--- src/rtl/hps_fifo_writer.sv ---
// HPS-facing Avalon-MM slave that pushes words into three downstream FIFOs,
// tracks their occupancy, and drops writes that stay blocked too long.
module hps_fifo_writer #(
  parameter int DEPTH   = 256,
  parameter int TIMEOUT = 1024
) (
  input  logic        CLOCK_50,
  input  logic        rst_n,
  input  logic [1:0]  avs_address,
  input  logic        avs_write,
  input  logic [31:0] avs_writedata,
  input  logic        avs_read,
  output logic [31:0] avs_readdata,
  output logic        avs_readdatavalid,
  output logic        avs_waitrequest,
  output logic [31:0] command_in,
  output logic [31:0] spike_0_in,
  output logic [31:0] spike_1_in,
  output logic        command_write,
  output logic        spike_0_write,
  output logic        spike_1_write,
  input  logic        command_read,
  input  logic        spike_0_read,
  input  logic        spike_1_read
);
  localparam int OCC_W   = $clog2(DEPTH + 1);
  localparam int STALL_W = $clog2(TIMEOUT + 1);
  localparam logic [OCC_W-1:0]   OCC_FULL  = OCC_W'(DEPTH);
  localparam logic [OCC_W-1:0]   OCC_ONE   = OCC_W'(1);
  localparam logic [STALL_W-1:0] STALL_MAX = STALL_W'(TIMEOUT);
  localparam logic [STALL_W-1:0] STALL_ONE = STALL_W'(1);

  logic [OCC_W-1:0]   occ_q [3];
  logic [OCC_W-1:0]   occ_d [3];
  logic [31:0]        data_q [3];
  logic [31:0]        data_d [3];
  logic [2:0]         strobe_q, strobe_d;
  logic [STALL_W-1:0] stall_cnt_q, stall_cnt_d;
  logic               err_q, err_d;
  logic [15:0]        drop_cnt_q, drop_cnt_d;
  logic [31:0]        readdata_q, readdata_d;
  logic               readdatavalid_q, readdatavalid_d;

  logic               fifo_sel, target_full, stall, accept, push, drop, clear;
  logic [OCC_W-1:0]   target_occ;
  logic [2:0]         push_vec, pop_vec;

  assign pop_vec = {spike_1_read, spike_0_read, command_read};

  always_comb begin
    fifo_sel = (avs_address != 2'd3);
    case (avs_address)
      2'd0:    target_occ = occ_q[0];
      2'd1:    target_occ = occ_q[1];
      2'd2:    target_occ = occ_q[2];
      default: target_occ = '0;
    endcase
    target_full = fifo_sel && (target_occ == OCC_FULL);
    stall       = avs_write && target_full && (stall_cnt_q != STALL_MAX);
    accept      = avs_write && fifo_sel && !stall;
    // A write still blocked at the timeout completes on the bus but is discarded.
    push        = accept && !target_full;
    drop        = accept && target_full;
    clear       = avs_write && (avs_address == 2'd3) && avs_writedata[0];
    push_vec    = push ? (3'b001 << avs_address) : 3'b000;
  end

  // Stall must vanish the moment reset asserts, not at the next clock.
  assign avs_waitrequest = stall && rst_n;

  always_comb begin
    for (int i = 0; i < 3; i++) begin
      occ_d[i]  = occ_q[i];
      data_d[i] = data_q[i];
      if (push_vec[i]) begin
        data_d[i] = avs_writedata;
      end
      if (push_vec[i] && !pop_vec[i]) begin
        occ_d[i] = occ_q[i] + OCC_ONE;
      end else if (!push_vec[i] && pop_vec[i] && (occ_q[i] != '0)) begin
        occ_d[i] = occ_q[i] - OCC_ONE;
      end
    end
    strobe_d    = push_vec;
    stall_cnt_d = stall ? (stall_cnt_q + STALL_ONE) : '0;

    err_d      = err_q;
    drop_cnt_d = drop_cnt_q;
    if (clear) begin
      err_d      = 1'b0;
      drop_cnt_d = '0;
    end else if (drop) begin
      err_d = 1'b1;
      if (drop_cnt_q != 16'hFFFF) begin
        drop_cnt_d = drop_cnt_q + 16'd1;
      end
    end

    readdatavalid_d = avs_read;
    readdata_d      = '0;
    if (avs_read) begin
      case (avs_address)
        2'd0:    readdata_d = 32'(occ_q[0]);
        2'd1:    readdata_d = 32'(occ_q[1]);
        2'd2:    readdata_d = 32'(occ_q[2]);
        default: readdata_d = {err_q, 15'b0, drop_cnt_q};
      endcase
    end
  end

  always_ff @(posedge CLOCK_50 or negedge rst_n) begin
    if (!rst_n) begin
      for (int i = 0; i < 3; i++) begin
        occ_q[i]  <= '0;
        data_q[i] <= '0;
      end
      strobe_q        <= '0;
      stall_cnt_q     <= '0;
      err_q           <= 1'b0;
      drop_cnt_q      <= '0;
      readdata_q      <= '0;
      readdatavalid_q <= 1'b0;
    end else begin
      for (int i = 0; i < 3; i++) begin
        occ_q[i]  <= occ_d[i];
        data_q[i] <= data_d[i];
      end
      strobe_q        <= strobe_d;
      stall_cnt_q     <= stall_cnt_d;
      err_q           <= err_d;
      drop_cnt_q      <= drop_cnt_d;
      readdata_q      <= readdata_d;
      readdatavalid_q <= readdatavalid_d;
    end
  end

  assign command_in        = data_q[0];
  assign spike_0_in        = data_q[1];
  assign spike_1_in        = data_q[2];
  assign command_write     = strobe_q[0];
  assign spike_0_write     = strobe_q[1];
  assign spike_1_write     = strobe_q[2];
  assign avs_readdata      = readdata_q;
  assign avs_readdatavalid = readdatavalid_q;
endmodule
--- config.mk ---
export PLATFORM = sky130hd
export DESIGN_NAME = hps_fifo_writer
export DESIGN_NICKNAME = d
export VERILOG_FILES = /design/src/rtl/hps_fifo_writer.sv
export SDC_FILE = /design/constraint.sdc
export NUM_CORES = 1
export LEC_CHECK = 0
export CAP_MARGIN = 20
export CORE_MARGIN = 3
export CORE_UTILIZATION = 45
export CTS_CLUSTER_SIZE = 8
export DETAILED_ROUTE_END_ITERATION = 8
export GPL_TIMING_DRIVEN = 0
export PLACE_DENSITY = 0.72
export SLEW_MARGIN = 25
export SYNTH_ARGS = -nofsm -noshare
export SYNTH_HDL_FRONTEND = slang
export SYNTH_SLANG_ARGS = --single-unit
--- constraint.sdc ---
create_clock -name CLOCK_50 -period 9.09 [get_ports CLOCK_50]
set_input_delay 0.909 -clock CLOCK_50 [delete_from_list [all_inputs] [get_ports CLOCK_50]]
set_output_delay 0.909 -clock CLOCK_50 [all_outputs]
set_load 0.02 [all_outputs]
# Yosys cells after proc, flatten, opt, wreduce, memory -nomap -nowiden
# Index checks and enable logic that the tools add are counted.
word_totals:
  reg_bits: 187
  inputBits: 41
  output_inout_bits: 133
  elab_cells: 81
op_classes:
  add_sub_neg: 8
  n_eq_ne: 7
  shift: 1
  muxes: 16
  reduce_logical: 37
op_table:
  columns: ["operator", "n"]
  rows:
  - ["32-bit one-hot mux with 3 select lines", 1]
  - ["9-bit 2-to-1 mux", 6]
  - ["16-bit 2-to-1 mux", 3]
  - ["32-bit 2-to-1 mux", 1]
  - ["9-bit by 1-bit adder with 9-bit output (second input constant)", 3]
  - ["9-bit one-hot mux with 3 select lines", 1]
  - ["9-bit nonzero test", 3]
  - ["9-bit by 1-bit subtractor with 9-bit output (second input constant)", 3]
  - ["1-bit logical AND", 19]
  - ["16-bit by 1-bit adder with 16-bit output (second input constant)", 1]
  - ["16-bit != test (second input constant)", 1]
  - ["11-bit by 1-bit adder with 11-bit output (second input constant)", 1]
  - ["11-bit 2-to-1 mux", 1]
  - ["11-bit != test (second input constant)", 1]
  - ["2-bit nonzero test", 5]
  - ["9-bit == test (second input constant)", 1]
  - ["1-bit zero test", 8]
  - ["2-bit == test (second input constant)", 2]
  - ["3-bit 2-to-1 mux", 1]
  - ["1-bit by 2-bit << shifter with 3-bit output (first input constant)", 1]
  - ["2-bit by 1-bit == test with 1-bit output (second input constant)", 1]
  - ["2-bit zero test", 1]
  - ["1-bit 2-to-1 mux", 2]
  - ["2-bit != test (second input constant)", 1]
  - ["2-bit AND reduction", 1]

# Longest topological paths before layout
# Gate-level depths: netlist (run 1).
logic_depth:
  ltp_word: 15
  mapped_depth: 16
  mapped_depth_nobuf: 14

# Worst setup path after synthesis (run 1)
# Ideal clock, no wire load.
synth_path:
  path_type: "input-to-reg"
  start: "in avs_address[0]"
  end: "reg occ_q[25] (netlist bit)"
  setup_ns: 0.128
  arrival_time_ns: 4.076
  required_time_ns: 8.962
  setup_slack_ns: 4.887
  path_stages: 14
  path_buffers: 1
  cell_sequence: "buf_6 -> mux2_4 -> mux2i_2 -> nor4_4 -> a311oi_4 -> nand2b_1 -> ha_1 -> a21o_1 -> a21oi_1 -> o21ai_0 -> or4_1 -> o311ai_0 -> xnor2_1 -> mux2_1"
synth_via:
  elab_chain_cells: 14
  elab_cells_between_ends: 22
  cone_classes: "eq/ne: 4; shift: 1; mux: 3; reduce/logical: 14"
synth_lines:
  columns: ["item", "line", "rtl"]
  rows:
  - ["start, declared", "9", "input logic [1:0] avs_address,"]
  - ["2-bit == test (tied with other cells)", "52", "case (avs_address)"]
  - ["9-bit one-hot mux with 3 select lines", "52", null]
  - ["9-bit == test", "58", "target_full = fifo_sel && (target_occ == OCC_FULL);"]
  - ["1-bit logical AND", "58", null]
  - ["1-bit logical AND (2 in a row)", "59", "stall = avs_write && target_full && (stall_cnt_q != STALL_MAX);"]
  - ["1-bit zero test", "60", "accept = avs_write && fifo_sel && !stall;"]
  - ["1-bit logical AND", "60", null]
  - ["1-bit logical AND", "62", "push = accept && !target_full;"]
  - ["3-bit 2-to-1 mux *", "65", "push_vec = push ? (3'b001 << avs_address) : 3'b000;"]
  - ["1-bit zero test", "80", "end else if (!push_vec[i] && pop_vec[i] && (occ_q[i] != '0)) begin"]
  - ["1-bit logical AND (2 in a row)", "80", null]
  - ["2-bit nonzero test (no line)", null, null]
  - ["end signal, assigned by index", "125", "occ_q[i] <= occ_d[i];"]
  - ["end, declared", "33", "logic [OCC_W-1:0] occ_q [3];"]
# Mark *: on every way between the ends. The rest lies on a longest branch, timed or not.
# A chain may end at the register's enable or synchronous reset.

# Final worst setup path (run 1)
layout_path:
  start: "in avs_address[0]"
  end: "out avs_waitrequest"
layout_via:
  elab_chain_cells: 7
  elab_cells_between_ends: 10
  cone_classes: "eq/ne: 4; mux: 1; reduce/logical: 5"
layout_lines:
  columns: ["item", "line", "rtl"]
  rows:
  - ["2-bit == test (tied with other cells)", "52", null]
  - ["9-bit one-hot mux with 3 select lines", "52", null]
  - ["9-bit == test", "58", null]
  - ["1-bit logical AND *", "58", null]
  - ["1-bit logical AND * (2 in a row)", "59", null]
  - ["1-bit logical AND *", "69", "assign avs_waitrequest = stall && rst_n;"]
  - ["end, declared", "15", "output logic avs_waitrequest,"]
# Marked as above.

==> flow_summary.ini, run 1 <==
[cells_and_area]
layout_commonest_cell = dfrtp_1
final_nets = 922
multiInputGateArea_um2 = 3558
antenna_cells = 0
nFillCells = 1384
final-seq-area_um2 = 4304
syn2layout_area_growth_pct = 30.76
drive_above_1_share_pct = 21.11
final_cell_mix = dfrtp_1 (172), clkdlybuf4s50_1 (155), mux2_2 (96)

[clocking]
clk_latency_ns = 0.43
root_buffer = clkbuf_16
cts_resized = 0
clkSinkCount = 172
cts_tree = yes
clkTransAtPathRegs_ns = 0.07
hold_buffers = 0
htreeDepth = 4
cts_buffers = 17
post_cts_buffers = 0
clockBufferDepth = 2

[worst_setup_path]
setup.worst_path.class = primary input to primary output
crit_fanout = 10
cp.arrival_ns = 3.71
cp-end-kind = primary output
critical_path_required_ns = 8.18
startpoint_type = primary input

[min_path]
hold_class = primary input to async pin

[synth]
yosysSeqAreaShare_pct = 52.81
syn_area_per_cell_um2 = 12.27
synthArstFlopShare_pct = 100.0
syn_area_um2 = 8150
synthFlopType = dfrtp_1
synth_cell_types = 58
synth_cells = 664
ys_warn_count = 0
synth_seq_cells = 172
synth_edf_count = 0

[power]
p_leak_nw = 4.629
peakVddDrop_uv = 158.1
power.density_nw_per_um2 = 258.9
finalPower_mw = 2.760

[timing]
clock_skew_ns = 0.01393
final_hold_viol_count = 0
worst_pin_slew_ns = 0.7580
fin_crit_sh_pct = 50.86
fmax_mhz = 216.3
slew_violations = 0
rsz0062_at_grt = no
fin_crit_ns = 4.624
setup_viol = 0
maxSlewHeadroom_pct = 49.46
finalSetupTns_ns = 0

[grt]
grt_usage_pct = 20.11
grt_max_degree = 98
grt_pass1_vias = 6007
grt_pass1_wl_um = 31930
grt_overflow = 0
antenna_found_initial = 0

[placement]
io_buffers = 156
gp_congestion = 0.8419
place_hpwl_um = 14370

[drt]
via_count = 5702
first_iter_violations = 316
drt_pass1_iterations = 5
drc = 0
routed_wl_um = 19580
antenna_left = 0
wl_per_cell_um = 17.93
via_per_inst = 5.222

[job]
cap_viol_max_count = 0

[status]
status = complete, no violations

[floorplan]
core_um2 = 17540
rows = 48
die_area_um2 = 19760
die_w_um = 140.6
io_pins = 174
die_h_um = 140.6
initial_core_util_pct = 46.48
[where the power goes]
part | internal (mW) | switching, mW
Combinational | 0.482 | 0.508
Sequential | 0.924 | 0.131
Clock | 0.388 | 0.326
[routing by layer]
layer  vias up  part of all wire (%)  wire length [um]  track usage, %
met4         0                   1.1               211           5.813
met2       194                    49              9502           32.94
met3        18                    11              2104           9.498
met5         -                     0                 0               0
met1      2814                    40              7762           23.77
li1       2676                     -                 -               -
[synthesized netlist by cell type, types with 4 or more instances]
| library cell | number | area share [%] |
|---|---|---|
| xor2_1 | 21 | 2.3 |
| nor2_1 | 62 | 2.9 |
| nor4_1 | 5 | 0.38 |
| xnor2_1 | 19 | 2.0 |
| nand3_1 | 16 | 0.98 |
| o21ai_0 | 7 | 0.43 |
| nor2b_1 | 6 | 0.46 |
| o21a_1 | 6 | 0.55 |
| nand2b_1 | 11 | 0.84 |
| dfrtp_1 | 172 | 53 |
| o2bb2ai_1 | 5 | 0.54 |
| ha_1 | 24 | 3.7 |
| a21oi_1 | 27 | 1.7 |
| clkbuf_1 | 5 | 0.23 |
| o41ai_1 | 4 | 0.43 |
| inv_1 | 18 | 0.83 |
| nand2_1 | 27 | 1.2 |
| and2_1 | 4 | 0.31 |
| and3_1 | 16 | 1.2 |
| nand4_1 | 5 | 0.38 |
| mux2i_2 | 4 | 0.68 |
| mux2_2 | 96 | 13 |
| buf_6 | 7 | 0.97 |
| nor3_1 | 5 | 0.31 |
| buf_2 | 11 | 0.68 |
| mux2i_1 | 13 | 1.6 |
| buf_4 | 16 | 1.5 |
[final timing paths]
| kind | start | to | slack [ns] | cells past startpoint |
|---|---|---|---|---|
| setup / recovery | avs_address[0] | avs_waitrequest | 4.47 | 10 |
| hold / removal | rst_n | spike_1_in[16]$_DFFE_PN0P_ | 0.45 | 1 |
| setup reg to reg | occ_q[17]$_DFFE_PN0P_ | occ_q[25]$_DFFE_PN0P_ | 4.84 | 13 |
| hold reg to reg | stall_cnt_q[0]$_DFF_PN0_ | stall_cnt_q[0]$_DFF_PN0_ | 0.49 | 1 |
| max in group asynchronous | rst_n | spike_0_in[28]$_DFFE_PN0P_ | 7.75 | 2 |
| min in group CLOCK_50 | stall_cnt_q[0]$_DFF_PN0_ | stall_cnt_q[0]$_DFF_PN0_ | 0.49 | 1 |
[flip-flops by register name, indices dropped and copies added, names as in the netlist]
register,cells
err_q,1
spike_0_in,32
stall_cnt_q,11
avs_readdatavalid,1
occ_q,27
strobe_q,3
drop_cnt_q,16
avs_readdata,17
command_in,32
spike_1_in,32
[critical path: stages]
cell             delay [ns]
buf_6                  0.14
buf_6                  0.15
mux2i_1                0.25
o22ai_1                0.14
nor2_1                 0.53
nand2_1                0.18
or3b_1                 0.47
buf_2                  0.21
nor2_1                 0.11
clkdlybuf4s50_1        0.62
[cell type report]
type | count | area share (%)
Buffer | 39 | 2.559
Clock buffer | 17 | 3.992
Clock inverter | 15 | 1.444
Inverter | 18 | 0.6340
Multi-Input combinational cell | 449 | 33.39
Sequential cell | 172 | 40.39
Tap cell | 225 | 2.641
Timing Repair Buffer | 157 | 14.96
[logic make-up (layout without fill, tap and decap cells)]
group	after synthesis	after routing	synth area share, %
other	1	15	0.04601
buffers and inverters	57	246	4.176
AO/OA/AOI/OAI	71	71	6.402
flip-flops	172	172	52.81
multiplexers	118	118	16.32
XOR/XNOR	40	40	4.298
AND/OR/NAND/NOR	178	178	11.53
adder cells (fa/ha/maj)	27	27	4.421
[stage by stage]
| step | instances | setup WS [ns] | hold WS [ns] | util [%] | instance area [um^2] |
|---|---|---|---|---|---|
| after floorplan | 678 | 4.887 | 0.4547 | - | 8203 |
| after global placement | 1059 | 0.3352 | 0.4714 | 57.28 | 10050 |
| after detailed placement | 1060 | 4.162 | 0.4835 | 57.47 | 10080 |
| after CTS | 1092 | 4.467 | 0.4644 | 60.77 | 10660 |
| after global routing | 1092 | 4.318 | 0.4741 | 60.77 | 10660 |
| final | 1092 | 4.466 | 0.4521 | 60.77 | 10660 |
Note: power is estimated with default switching activity, not from simulation.
==> inputs of run 2 (changes only) <==
Clock period 9.09 ns to 4.77 ns, I/O delays scaled along.
==> results of run 2 <==
The final DEF is identical to that of run 1. Status: complete, no violations.
Among the figures that moved: setup slack after placement 4.162 ns -> 0.2737 ns; setup slack after layout 4.466 ns -> 0.5207 ns; hold slack 0.4521 ns -> 0.02013 ns; start point of the critical path avs_address[0] -> occ_q[17]$_DFFE_PN0P_; end point of the critical path avs_waitrequest -> occ_q[25]$_DFFE_PN0P_; register-to-register setup slack 4.84 ns -> 0.52 ns; total power 2.760 mW -> 5.259 mW; worst IR drop on VDD 158.1 uV -> 301.3 uV
==> inputs of run 3 (changes only) <==
--- a/config.mk
+++ b/config.mk
@@ -8,9 +8,9 @@
 export CAP_MARGIN = 20
 export CORE_MARGIN = 3
-export CORE_UTILIZATION = 45
+export CORE_UTILIZATION = 51
 export CTS_CLUSTER_SIZE = 8
 export DETAILED_ROUTE_END_ITERATION = 8
 export GPL_TIMING_DRIVEN = 0
-export PLACE_DENSITY = 0.72
+export PLACE_DENSITY = 0.8
 export SLEW_MARGIN = 25
 export SYNTH_ARGS = -nofsm -noshare
==> constraint.sdc (replaced) <==
create_clock -name CLOCK_50 -period 4.77 [get_ports CLOCK_50]
set_input_delay 0.477 -clock CLOCK_50 [delete_from_list [all_inputs] [get_ports CLOCK_50]]
set_output_delay 0.477 -clock CLOCK_50 [all_outputs]
set_load 0.1 [all_outputs]
==> run 3 against run 2 <==
Combinational power increased by 62%. Final cell count decreased by 1.3%. Via count increased by 1.2%. Non-clock buffer count unchanged. Hold slack improved by 0.0054 ns. Total power increased by 25%. Sequential power about the same. Maximum frequency decreased by 2.9%. Core utilization increased by 8.6 points. Final area increased by 0.47%. Critical path type is now flip-flop to primary output. Largest cell class unchanged. Largest power group is now combinational cells.
==> flow_summary.ini, run 3 (synthesis results as in run 1) <==
[power]
p_seq_share_pct = 30.6
finalPower_mw = 6.577
comb_power_share_pct = 46.7
peakVddDrop_uv = 538.6
p_sw_mw = 2.997
power.density_nw_per_um2 = 614.3
intPower_mw = 3.580
clockPowerShare_pct = 22.8
p_leak_nw = 4.670
swShare_pct = 45.57

[drt]
via_per_inst = 5.351
via_count = 5768
drc = 0
drt_pass1_iterations = 4
routed_wl_um = 19420
first_iter_violations = 311
wl_per_cell_um = 18.02
antenna_left = 0

[cells_and_area]
design_area_um2 = 10710
nFillCells = 1149
final_cell_mix = dfrtp_1 (172), clkdlybuf4s50_1 (155), mux2_2 (96)
layout.cells.non_filler = 1078
antenna_cells = 0
syn2layout_area_growth_pct = 31.38
drive_above_1_share_pct = 21.11
final_nets = 922
layout_commonest_cell = dfrtp_1
finish.utilization_pct = 69.41

[timing]
rsz0062_at_grt = no
worst_pin_slew_ns = 1.043
clock_skew_ns = 0.01115
slew_violations = 0
fin_crit_ns = 4.377
setup_viol = 0
fmax_mhz = 228.4
maxSlewHeadroom_pct = 30.25
fin_crit_sh_pct = 91.77
final_hold_viol_count = 0

[worst_setup_path]
cp-end-kind = primary output
cp_common_cell = nor2_1
r2r_start = occ_q[26]$_DFFE_PN0P_
crit_chain = mux2i_1 > o2bb2ai_1 > nor2_1 > nand2_1 > or3b_1 > buf_2 > nor2_1 > clkdlybuf4s50_1
startpoint_type = flip-flop
r2r-end = occ_q[25]$_DFFE_PN0P_
cp-endpoint = avs_waitrequest
cp-startpoint = occ_q[22]$_DFFE_PN0P_
crit_fanout = 10
max_stage_delay_ns = 1.15
critical_path_required_ns = 4.29
cp.arrival_ns = 3.90
reg2reg_depth = 13
setup.worst_path.class = flip-flop to primary output
rrSetupSlack_ns = 0.51
cpMaxStageDelayCell = clkdlybuf4s50_1

[clocking]
hold_buffers = 0
cts_buffers = 17
clkSinkCount = 172
clk_latency_ns = 0.43
post_cts_buffers = 0
cts_tree = yes
cts_resized = 0
root_buffer = clkbuf_16
clockBufferDepth = 2
htreeDepth = 4
clkTransAtPathRegs_ns = 0.06

[floorplan]
die_w_um = 132.4
initial_core_util_pct = 52.83
die_h_um = 132.4
rows = 45
core_um2 = 15430
io_pins = 174
die_area_um2 = 17530

[grt]
grt_pass1_vias = 6263
grt_overflow = 0
antenna_found_initial = 0
grt_max_degree = 91
grt_usage_pct = 22.91
grt_pass1_wl_um = 32270

[placement]
gp_congestion = 0.8961
place_hpwl_um = 13960
dp.cells = 1046
placed_cell_area_um2 = 10060
io_buffers = 156

[status]
status = complete, no violations

[min_path]
hold_class = primary input to async pin

[job]
cap_viol_max_count = 0
[run 3: changes by cell type in the layout (fill, tap and decap cells not counted), sizes merged]
cell,previous run,this run
bufinv,1,3
clkbuf,22,27
clkinv,2,3
clkinvlp,4,1
inv,26,21
[run 3: through the flow]
| stage | hold slack [ns] | setup TNS [ns] | worst slack, ns |
|---|---|---|---|
| floorplan | 0.1814 | 0 | 0.8072 |
| global placement | 0.4699 | -591.47 | -3.638 |
| detailed placement | 0.4826 | 0 | 0.2388 |
| CTS | 0.05309 | 0 | 0.3823 |
| global route | 0.08262 | 0 | 0.2065 |
| finish | 0.02556 | 0 | 0.3925 |
[run 3: how the worst min path moves through the flow]
stage                                   startpoint                         end  slack, ns  cells after the start
final                                        rst_n  drop_cnt_q[12]$_DFFE_PN0P_       0.03                      1
after global routing                         rst_n  drop_cnt_q[11]$_DFFE_PN0P_       0.08                      1
after CTS                                    rst_n  drop_cnt_q[12]$_DFFE_PN0P_       0.05                      1
after detailed placement  stall_cnt_q[0]$_DFF_PN0_    stall_cnt_q[0]$_DFF_PN0_       0.48                      1
after global placement    stall_cnt_q[0]$_DFF_PN0_    stall_cnt_q[0]$_DFF_PN0_       0.47                      1
after floorplan                              rst_n   avs_readdata[0]$_DFF_PN0_       0.18                      0
[run 3: per-layer routing]
metal,vias to the layer above,share of wire (%),global-route usage [%]
met3,18,11,10.57
met2,209,49,37.24
met4,0,1.1,6.236
met1,2867,39,27.73
met5,-,0,0
li1,2674,-,-
[run 3: cell type report]
| type | instances | area (um^2) | area share [%] |
|---|---|---|---|
| timing repair buffer | 157 | 1594 | 14.89 |
| sequential | 172 | 4304 | 40.20 |
| clock inverter | 10 | 152.6 | 1.426 |
| tap | 211 | 264.0 | 2.466 |
| clock buffer | 22 | 494.2 | 4.616 |
| inverter | 18 | 67.56 | 0.6310 |
| buffer | 39 | 272.8 | 2.547 |
| multi-input combinational | 449 | 3558 | 33.23 |
[run 3: worst max-delay path: cells and delay by family, from the launching register on]
kind	cells	cell delay [ns]
buffers and inverters	2	1.36
and+or+nand+nor	4	1.32
DFF	1	0.43
muxes	1	0.23
AOI/OAI and AO/OA	1	0.14
[run 3: power groups by stage]
stage,registers [mW],clock network [mW],logic [mW]
after floorplan,3.32,0,1.02
after global placement,2.01,0,2.98
after detailed placement,2.03,0,3.06
after CTS,2.01,1.52,3.08
after global routing,2.05,1.57,3.23
final,2.01,1.50,3.07
